`config.mk`:
```
export PLATFORM = sky130hd
export DESIGN_NAME = fifo_sync
export DESIGN_NICKNAME = d
export VERILOG_FILES = /design/src/rtl/fifo_pkg.sv /design/src/rtl/fifo_sync_mem.sv /design/src/rtl/fifo_sync.sv
export SDC_FILE = /design/constraint.sdc
export NUM_CORES = 1
export LEC_CHECK = 0
export ABC_AREA = 1
export CAP_MARGIN = 20
export CORE_ASPECT_RATIO = 1.25
export CORE_MARGIN = 3
export CORE_UTILIZATION = 57
export DETAILED_ROUTE_END_ITERATION = 6
export DONT_BUFFER_PORTS = 1
export GPL_ROUTABILITY_DRIVEN = 0
export GPL_TIMING_DRIVEN = 0
export HOLD_SLACK_MARGIN = 0.03
export PLACE_DENSITY_LB_ADDON = 0.2
export REMOVE_ABC_BUFFERS = 1
export SKIP_CTS_REPAIR_TIMING = 1
export SLEW_MARGIN = 15
export SYNTH_ARGS = -nofsm -noshare
export SYNTH_HDL_FRONTEND = slang
export SYNTH_HIERARCHICAL = 1
export SYNTH_SLANG_ARGS = --single-unit
```
`constraint.sdc`:
```
create_clock -name clk -period 1.7 [get_ports clk]
set_clock_uncertainty 0.15 [all_clocks]
set_input_delay 0.255 -clock clk [delete_from_list [all_inputs] [get_ports clk]]
set_output_delay 0.255 -clock clk [all_outputs]
set_load 0.01 [all_outputs]
```
`src/rtl/fifo_pkg.sv`:
```
// Shared constants and sizing helpers for the synchronous FIFO family.
package fifo_pkg;

    // Read-mode selectors for p_FWFT.
    localparam int unsigned FWFT_OFF = 0;
    localparam int unsigned FWFT_ON  = 1;

    // Width of an occupancy counter that must hold 0..capacity inclusive.
    function automatic int unsigned fifo_cnt_width(input int unsigned capacity);
        return $clog2(capacity + 1);
    endfunction

    // Width of a pointer addressing 0..capacity-1 (never less than one bit).
    function automatic int unsigned fifo_ptr_width(input int unsigned capacity);
        return (capacity < 2) ? 1 : $clog2(capacity);
    endfunction

endpackage

```
`src/rtl/fifo_sync_mem.sv`:
```
// Storage array for fifo_sync: one synchronous write port, one combinational
// read port, no reset on the array contents.
//   clk        : clock
//   wr_en      : write strobe
//   wr_addr    : write address
//   wr_data    : write word
//   rd_addr    : read address
//   rd_data_c  : word at rd_addr (combinational)
module fifo_sync_mem
    import fifo_pkg::*;
#(
    parameter int unsigned p_WIDTH    = 8,
    parameter int unsigned p_CAPACITY = 16,
    localparam int unsigned AW        = fifo_ptr_width(p_CAPACITY)
) (
    input  logic               clk,
    input  logic               wr_en,
    input  logic [AW-1:0]      wr_addr,
    input  logic [p_WIDTH-1:0] wr_data,
    input  logic [AW-1:0]      rd_addr,
    output logic [p_WIDTH-1:0] rd_data_c
);

    logic [p_WIDTH-1:0] mem_q [p_CAPACITY];

    // Write port; the array is deliberately left without reset.
    always_ff @(posedge clk) begin
        if (wr_en) begin
            mem_q[wr_addr] <= wr_data;
        end
    end

    // Asynchronous read; the parent registers the result as needed.
    assign rd_data_c = mem_q[rd_addr];

endmodule

```
`src/rtl/fifo_sync.sv`:
```
// Single-clock FIFO with occupancy flags, sticky error flags and a choice of
// registered-read or first-word-fall-through output.
//   clk, rst                  : clock, synchronous active-high reset
//   wrena, wrdata             : write request and word
//   rdena                     : read request (mode 0) / pop (mode 1)
//   rddata, rdvalid           : read word and its valid flag
//   full, empty, afull, aempty: occupancy flags
//   count                     : current occupancy
//   overflow, underflow       : sticky error flags, cleared only by rst
module fifo_sync
    import fifo_pkg::*;
#(
    parameter int unsigned p_WIDTH    = 8,
    parameter int unsigned p_CAPACITY = 16,
    parameter int unsigned p_AFULL    = p_CAPACITY - 2,
    parameter int unsigned p_AEMPTY   = 2,
    parameter int unsigned p_FWFT     = FWFT_OFF,
    localparam int unsigned CW        = fifo_cnt_width(p_CAPACITY)
) (
    input  logic               clk,
    input  logic               rst,
    input  logic               wrena,
    input  logic [p_WIDTH-1:0] wrdata,
    input  logic               rdena,
    output logic [p_WIDTH-1:0] rddata,
    output logic               rdvalid,
    output logic               full,
    output logic               empty,
    output logic               afull,
    output logic               aempty,
    output logic [CW-1:0]      count,
    output logic               overflow,
    output logic               underflow
);

    localparam int unsigned   PW       = fifo_ptr_width(p_CAPACITY);
    localparam logic [PW-1:0] PTR_LAST = PW'(p_CAPACITY - 1);
    localparam logic [CW-1:0] CNT_MAX  = CW'(p_CAPACITY);

    logic [PW-1:0]      wr_ptr_q, wr_ptr_d;
    logic [PW-1:0]      rd_ptr_q, rd_ptr_d;
    logic [CW-1:0]      count_q, count_d;
    logic               full_q, full_d;
    logic               empty_q, empty_d;
    logic               afull_q, afull_d;
    logic               aempty_q, aempty_d;
    logic               overflow_q, overflow_d;
    logic               underflow_q, underflow_d;
    logic               rdvalid_q, rdvalid_d;
    logic [p_WIDTH-1:0] rddata_q, rddata_d;

    logic               wr_acc_c;
    logic               rd_acc_c;
    logic               bypass_c;
    logic [PW-1:0]      mem_raddr_c;
    logic [p_WIDTH-1:0] mem_rdata_c;

    // Pointer advance with wrap at a non-power-of-two capacity.
    function automatic logic [PW-1:0] ptr_inc(input logic [PW-1:0] ptr);
        return (ptr == PTR_LAST) ? '0 : ptr + PW'(1);
    endfunction

    fifo_sync_mem #(
        .p_WIDTH    (p_WIDTH),
        .p_CAPACITY (p_CAPACITY)
    ) u_mem (
        .clk       (clk),
        .wr_en     (wr_acc_c & ~rst),
        .wr_addr   (wr_ptr_q),
        .wr_data   (wrdata),
        .rd_addr   (mem_raddr_c),
        .rd_data_c (mem_rdata_c)
    );

    // Acceptance, pointers, occupancy, flags and read-side next state.
    always_comb begin
        wr_acc_c    = wrena & ~full_q;
        rd_acc_c    = rdena & ~empty_q;
        wr_ptr_d    = wr_acc_c ? ptr_inc(wr_ptr_q) : wr_ptr_q;
        rd_ptr_d    = rd_acc_c ? ptr_inc(rd_ptr_q) : rd_ptr_q;
        count_d     = count_q;
        bypass_c    = 1'b0;
        mem_raddr_c = rd_ptr_q;
        rdvalid_d   = 1'b0;
        rddata_d    = rddata_q;

        if (wr_acc_c && !rd_acc_c) begin
            count_d = count_q + CW'(1);
        end else if (!wr_acc_c && rd_acc_c) begin
            count_d = count_q - CW'(1);
        end

        full_d      = (count_d == CNT_MAX);
        empty_d     = (count_d == '0);
        afull_d     = (32'(count_d) >= 32'(p_AFULL));
        aempty_d    = (32'(count_d) <= 32'(p_AEMPTY));
        overflow_d  = overflow_q | (wrena & full_q);
        underflow_d = underflow_q | (rdena & empty_q);

        if (p_FWFT == FWFT_ON) begin
            // Present the post-edge head; the word being written becomes the
            // head when nothing older survives this edge, and it is not in
            // the array yet, so forward it directly.
            mem_raddr_c = rd_ptr_d;
            bypass_c    = wr_acc_c &&
                          ((count_q == '0) || ((count_q == CW'(1)) && rd_acc_c));
            rdvalid_d   = ~empty_d;
            if (empty_d) begin
                rddata_d = '0;
            end else if (bypass_c) begin
                rddata_d = wrdata;
            end else begin
                rddata_d = mem_rdata_c;
            end
        end else begin
            // Registered read: load the head on an accepted read, else hold.
            rdvalid_d = rd_acc_c;
            if (rd_acc_c) begin
                rddata_d = mem_rdata_c;
            end
        end
    end

    // State registers with synchronous reset taking priority over requests.
    always_ff @(posedge clk) begin
        if (rst) begin
            wr_ptr_q    <= '0;
            rd_ptr_q    <= '0;
            count_q     <= '0;
            full_q      <= 1'b0;
            empty_q     <= 1'b1;
            afull_q     <= (p_AFULL == 0);
            aempty_q    <= 1'b1;
            overflow_q  <= 1'b0;
            underflow_q <= 1'b0;
            rdvalid_q   <= 1'b0;
            rddata_q    <= '0;
        end else begin
            wr_ptr_q    <= wr_ptr_d;
            rd_ptr_q    <= rd_ptr_d;
            count_q     <= count_d;
            full_q      <= full_d;
            empty_q     <= empty_d;
            afull_q     <= afull_d;
            aempty_q    <= aempty_d;
            overflow_q  <= overflow_d;
            underflow_q <= underflow_d;
            rdvalid_q   <= rdvalid_d;
            rddata_q    <= rddata_d;
        end
    end

    assign rddata    = rddata_q;
    assign rdvalid   = rdvalid_q;
    assign full      = full_q;
    assign empty     = empty_q;
    assign afull     = afull_q;
    assign aempty    = aempty_q;
    assign count     = count_q;
    assign overflow  = overflow_q;
    assign underflow = underflow_q;

endmodule

```
* Word level (Yosys, flattened, before mapping)
Memory sizes are Yosys's and may differ from the RTL's. A register that Yosys moved wholly into a read port is not among the register bits.
Cells that the tools add are included.
W data, S select, Z words.
** Storage, ports and cells
- Memory bits (read-only) :: 0
- Word-level logic and storage cells :: 41
- Latch bits :: 0
- Register bits after elaboration :: 20
- Bits of input ports :: 12
- Bits in writable memories :: 128
- Memories kept :: 1
** Cells by class
- Bitwise gates (word level) :: 10
- Reduce and logical (&&, ||, !) cells :: 5
- $mul :: 0
- Multiplexer cells :: 6
- Eq/ne operators :: 3
- Magnitude comparators :: 2
- Div/mod/pow operators :: 0
- Shift-type cells :: 0
- Add/subtract/negate cells :: 4
** Memory list
- u_mem.mem_q :: words 16, bits a word 8, rd ports 1, clocked after Yosys merged registers in 1, write ports 1, line fifo_sync_mem.sv:24 : logic [p_WIDTH-1:0] mem_q [p_CAPACITY];
** Operator list (count)
- $mux W5 :: 2
- $add A4 B1 Y4 const B :: 2
- $eq A4 B4 Y1 const B :: 2
- $mux W4 :: 2
- $add A5 B1 Y5 const B :: 1
- $and A1 B1 Y1 :: 5
- $eq A5 B5 Y1 const B :: 1
- $ge A5 B4 Y1 const B :: 1
- $le A5 B2 Y1 const B :: 1
- $logic_not A5 Y1 :: 1
- $sub A5 B1 Y5 const B :: 1
- $not A1 Y1 :: 3
- $logic_and A1 B1 Y1 :: 2
- $logic_not A1 Y1 :: 2
- $mux W1 :: 2
- $or A1 B1 Y1 :: 2

* Logic depth before layout (Yosys ltp)
Gate-level depths: netlist of the first run.
- Word-level depth :: 7
- Depth in mapped cells :: 10
- Mapped depth without buffers :: 10

* Modules after synthesis
Netlist of the first run, hierarchy kept.
** By module, submodules not included
- fifo_sync_mem :: instances 1, area each 5606.6 um^2, cells an instance 543
- fifo_sync :: instances 1, area each 1271.2 um^2, cells an instance 169

* Least setup slack after synthesis of the first run
No wires, ideal clock.
- Path type :: flip-flop to flip-flop
- Start :: register full_q (netlist: full)
- End :: memory u_mem.mem_q[12][0], enable pin
- Path slack :: -0.086 ns
- Arrival time :: 1.266 ns
- Cell stages (with the launch flop) :: 6
- Library setup time :: 0.370 ns
- Cells stage by stage :: dfxtp_1 inv_2 nand2_2 nor2_1 nand3_1 nor2_1
** Between the ends
- Word-level cells in the longest chain between the ends :: 5
** RTL lines
- from (decl) :: line fifo_sync.sv:43 : logic full_q, full_d;
- from (signal assigned) :: line fifo_sync.sv:142 : full_q <= full_d;
- $not A1 Y1 :: line fifo_sync.sv:77 : wr_acc_c = wrena & ~full_q;
- $and A1 B1 Y1 :: line fifo_sync.sv:77
- $and A1 B1 Y1 :: line fifo_sync.sv:68 : .wr_en (wr_acc_c & ~rst),
- $mux W1 :: line fifo_sync_mem.sv:28 : if (wr_en) begin
- $mux W1 (not written as such) :: line fifo_sync_mem.sv:29 : mem_q[wr_addr] <= wr_data;
- to (decl) :: line fifo_sync_mem.sv:24
No other way between the ends.

* Worst setup path after layout of the first run
- Start :: register full_q (netlist: full)
- End :: memory u_mem.mem_q[11][4], enable pin
The elaborated chain is that of the path after synthesis.

==> results.cfg, run 1 <==
[routing]
totalWireLength_um = 17300
ant_nets = 0
dr.pass1.iters = 5
drt_iter0_drc = 491
post_drt_wl_per_cell_um = 18.4
route.vias.total = 5083
avgViaCountPerCell = 5.41
drc = 0

[synth]
syn_area_per_cell_um2 = 9.66
ys_types = 25
yosysTopAreaCellShare_pct = 55.9
synth-edff-count = 128
synthMostInstantiatedCell = nand2_1
synth_top_area_cell = edfxtp_1
synth_area_leaders = edfxtp_1, nand2_1, dfxtp_1
ys_seq_elements = 156
postSynth.asyncResetShare_pct = 0
yosysWarnings = 6
ys.flop_type = edfxtp_1
synth_common_cells = nand2_1, edfxtp_1, inv_1
synth-seq-area-share_pct = 64.0
syn_inst = 712
syn-cell-area_um2 = 6880

[worst_setup_path]
cpPeakStageDelay_ns = 0.38
cp_common_cell = nor2_4
crit_family = simple AND/OR/NAND/NOR gates
worst-path-max-fanout = 8
startpoint_type = flop
reg2reg_depth = 7
crit_chain = inv_4 > nand2_8 > nor2_4 > nand3b_1 > buf_6 > nor2_4 > buf_12
reg2reg_to = u_mem/mem_q[11][4]
arrival_ns = 1.81
worstSetupPathType = flop to flop
endpoint_kind = flop
rrSetupSlack_ns = -0.13
worst_path_max_delay_cell = dfxtp_4
r2r-start = full
worstPathRequired_ns = 1.68
path_buf_inv = 3

[sta]
rsz0062_at_grt = true
max_slew_margin_pct = 56.7
finalCritPeriodShare_pct = 108
maxClockFrequency_mhz = 547
max_slew.worst_pin.slew_ns = 0.648
slew_viol_final = 0
min_period_ns = 1.83
hold_viol = 0
final.setup.worst_slack_ns = -0.130
setup_viol = 96

[clock_tree]
clockBufferDepth = 2
cts_buffers = 17
root_buffer = clkbuf_16
clock_latency_ns = 0.42
clock-sinks = 156
cts_htree_levels = 4
cts_tree = done
path_clk_slew_ns = 0.06

[run_status]
violations = setup timing
status = finished, violations left

[worst_hold_path]
min_to = rddata[1]
hold_depth = 3
min_from = rdena
hold_class = primary input to flop

[finish]
area_delta_synth_final_pct = 24.0
nets = 781
fin_area_um2 = 8530
n_antenna_cell = 0
drive_gt1_share_pct = 17.2

[global_routing]
grt_pass1_vias = 4562
globalRouteTotalUtil_pct = 22.9
overflow = 0
grt_max_degree = 69
grt_first_pass_wirelength_um = 23100
antenna_found_initial = 0

[power]
power_uw = 9590
seqPwrFrac_pct = 45.9
ir_drop_mv = 0.706
p_sw_uw = 2500
power.share.clock_pct = 39.3
p_per_area_nw_per_um2 = 1120
combPwrFrac_pct = 14.9
p_leak_uw = 0.00359
internal_power_uw = 7090
switching_share_pct = 26.1

[place]
port_buffers = 0
dp_hpwl_um = 8840
placed_area_um2 = 6900

[floorplan]
coreArea_um2 = 11700
die_x_um = 104
rows = 44
io_pins = 32
dieHeight_um = 129
die_area_um2 = 13400
start_util_pct = 58.7

[job]
cap_violations = 0
-- cell type report --
cell class | count | area [um^2]
Fill cell | 775 | 3200
Multi-Input combinational cell | 408 | 2040
Clock buffer | 26 | 564
Timing Repair inverter | 1 | 8.76
Inverter | 120 | 474
Tap cell | 161 | 201
Clock inverter | 6 | 42.5
Timing Repair Buffer | 61 | 768
Sequential cell | 156 | 4430
-- power by group through the flow --
stage | registers (uW) | clock network (uW) | logic (uW)
finish | 4400 | 3760 | 1420
global placement | 4560 | 0 | 865
global route | 4410 | 3960 | 1560
detailed placement | 4570 | 0 | 869
CTS | 4490 | 3780 | 877
floorplan | 4490 | 0 | 682
-- logic make-up after synthesis --
logic type,after synthesis,synth area share (%)
AND/OR/NAND/NOR,383,24.2
flip-flops,156,64.0
buffers and inverters,148,9.26
AO/OA/AOI/OAI,16,1.16
XOR/XNOR,5,0.637
adder cells (fa/ha/maj),4,0.728
-- placed cells by master (no fill, tap or decap), types with 3 or more instances in the layout --
cell / instances
clkbuf_16: 24
nand2_1: 198
clkinv_4: 3
nor2_2: 3
nor2_1: 32
xor2_1: 5
clkbuf_1: 3
dfxtp_1: 20
buf_6: 6
dfxtp_4: 5
nand2_2: 5
nand4_1: 4
buf_12: 14
buf_4: 23
ha_1: 4
nand3_2: 8
inv_2: 3
nand3b_1: 4
nand3_1: 100
dlygate4sd3_1: 13
o21ai_0: 6
o21ai_1: 6
inv_1: 113
nor2_4: 20
a21oi_1: 4
edfxtp_1: 128
dfxtp_2: 3
-- how the worst max path moves through the flow --
stage	from	endpoint	slack [ns]	cells past startpoint
finish	full	u_mem/mem_q[11][4]	-0.13	7
CTS	mem_raddr_c[0]	rddata[5]	-0.97	9
global route	full	u_mem/mem_q[11][4]	-0.18	7
global placement	mem_raddr_c[0]	rddata[0]	-2.74	8
detailed placement	mem_raddr_c[0]	rddata[5]	-0.96	9
floorplan	mem_raddr_c[0]	rddata[2]	-1.29	9
-- state kept, by name (all words and copies together) (netlist names), 4 cells and up --
signal and count:
mem_raddr_c 4, wr_ptr_q 4, rddata 8, count 5, u_mem/mem_q 128
-- routing by layer --
layer | track usage, % | routed length, um
met5 | 0 | 0
met1 | 26.6 | 6620
met2 | 40.5 | 8900
met3 | 5.22 | 1230
met4 | 10.7 | 522
-- worst min-delay path, cell delays in order --
cell     delay, ns
nand2_4       0.16
o21ai_1       0.08
nor2_1        0.07
-- per-stage QoR --
| stage | setup slack (ns) | instances | util [%] | setup TNS [ns] | hold slack (ns) |
|---|---|---|---|---|---|
| finish | -0.130 | 939 | 72.7 | -6.88 | 0.0359 |
| global placement | -2.74 | 845 | 58.8 | -93.62 | 0.179 |
| global route | -0.180 | 939 | 72.7 | -13.43 | 0.0550 |
| floorplan | -1.29 | 684 | - | -22.37 | 0.174 |
| detailed placement | -0.957 | 845 | 58.8 | -84.07 | 0.181 |
| CTS | -0.975 | 877 | 64.0 | -86.52 | -0.260 |
Note: power is estimated with default switching activity, not from simulation.
==> run 2, diff against run 1 <==
RECOVER_POWER = 25   (was unset)
==> results of run 2 <==
The final DEF is identical to that of run 1; final timing and power are the same.
==> run 3, diff against run 2 <==
CORE_UTILIZATION = 58   (was 57)
clock period = 1.8 ns   (was 1.7 ns; I/O delays follow)
==> results.cfg, run 3 (same netlist as run 1, synthesis figures left out) <==
[sta]
finalCritPeriodShare_pct = 105
maxClockFrequency_mhz = 532
fin_setup_tns_ns = -2.51
max_slew_margin_pct = 55.2
max_slew.worst_pin.slew_ns = 0.670
hold_viol = 0
slew_viol_final = 0
final.setup.worst_slack_ns = -0.0814
hold_ws_ns = 0.00849
min_period_ns = 1.88
rsz0062_at_grt = true
setup_viol = 55

[clock_tree]
clock_latency_ns = 0.43
cts_htree_levels = 4
cts_buffers = 17
clock-sinks = 156
path_clk_slew_ns = 0.06
root_buffer = clkbuf_16
cts_tree = done
clockBufferDepth = 2

[place]
dp_hpwl_um = 8620
port_buffers = 0
dpl.cell_count = 841

[routing]
totalWireLength_um = 18100
drc = 0
route.vias.total = 5265
drt_iter0_drc = 573
post_drt_wl_per_cell_um = 19.6
dr.pass1.iters = 7
ant_nets = 0
avgViaCountPerCell = 5.70

[power]
p_per_area_nw_per_um2 = 1090
ir_drop_mv = 0.756
p_leak_uw = 0.00348

[floorplan]
die_area_um2 = 13200
dieHeight_um = 128
io_pins = 32
die_x_um = 103
start_util_pct = 60.6
rows = 43
coreArea_um2 = 11400

[job]
cap_violations = 0

[finish]
finish.utilization_pct = 73.7
multi_input_area_um2 = 1990
drive_gt1_share_pct = 15.6
top_register = u_mem/mem_q
layout_common_cells = nand2_1, edfxtp_1, inv_1
nets = 770
largest_reg_flops = 128
fillers = 735
layout_commonest_cell = nand2_1
n_antenna_cell = 0
area_delta_synth_final_pct = 21.6
seq_area_um2 = 4430
final_cells = 924

[worst_setup_path]
worstPathRequired_ns = 1.74
r2r-start = full
arrival_ns = 1.82
worst-path-max-fanout = 8
startpoint_type = flop
crit_start = full
endpoint_kind = flop
worstSetupPathType = flop to flop

[global_routing]
overflow = 0
grt_first_pass_wirelength_um = 23000
grt_max_degree = 69
antenna_found_initial = 0
grt_pass1_vias = 4697
globalRouteTotalUtil_pct = 23.6

[worst_hold_path]
hold_class = primary input to flop
min_from = wrena

[run_status]
status = finished, violations left
violations = setup timing
-- run 3: report_power, final --
group / internal [uW] / leakage (uW) / switching, uW
logic: 481 / 0.00182 / 860
clock network: 2170 / 0.000271 / 1470
registers: 4010 / 0.00139 / 154
-- run 3: path summary, 6_finish.rpt --
check                           depth (start not counted)                 end  slack, ns
worst max-delay path                                    5  u_mem/mem_q[13][0]      -0.08
worst min-delay path                                    4         wr_ptr_q[1]      0.008
worst max register to register                          5  u_mem/mem_q[13][0]      -0.08
worst min register to register                          2           rddata[2]       0.38
-- run 3: metal layers --
| layer | vias up | global-route usage (%) | share of wire, % |
|---|---|---|---|
| met1 | 2510 | 27.4 | 35 |
| met5 | - | 0 | 0 |
| met3 | 60 | 6.53 | 9.0 |
| met4 | 0 | 11.2 | 3.7 |
| met2 | 317 | 39.7 | 52 |
| li1 | 2378 | - | - |
-- run 3: layout make-up --
cell class,instances,area share (%)
tap,157,2.35
inverter,120,5.61
clock inverter,15,2.05
clock buffer,17,5.09
timing repair inverter,1,0.105
sequential,156,52.9
multi-input combinational,408,23.8
timing repair buffer,50,8.02
-- run 3: metrics by stage --
step | instance area (um^2) | setup slack (ns) | total power [uW]
2_1_floorplan | 6690 | -1.19 | 4890
3_3_place_gp | 6890 | -2.64 | 5130
6_report | 8360 | -0.0814 | 9150
5_1_grt | 8360 | -0.115 | 9430
4_1_cts | 7490 | -0.917 | 8700
3_5_place_dp | 6890 | -0.868 | 5150
-- run 3: critical path: stages (launching register included) --
cell     delay (ns)
dfxtp_4        0.38
inv_2          0.07
nand2_4        0.07
nor2_4         0.20
nand3_2        0.27
nor2_4         0.39
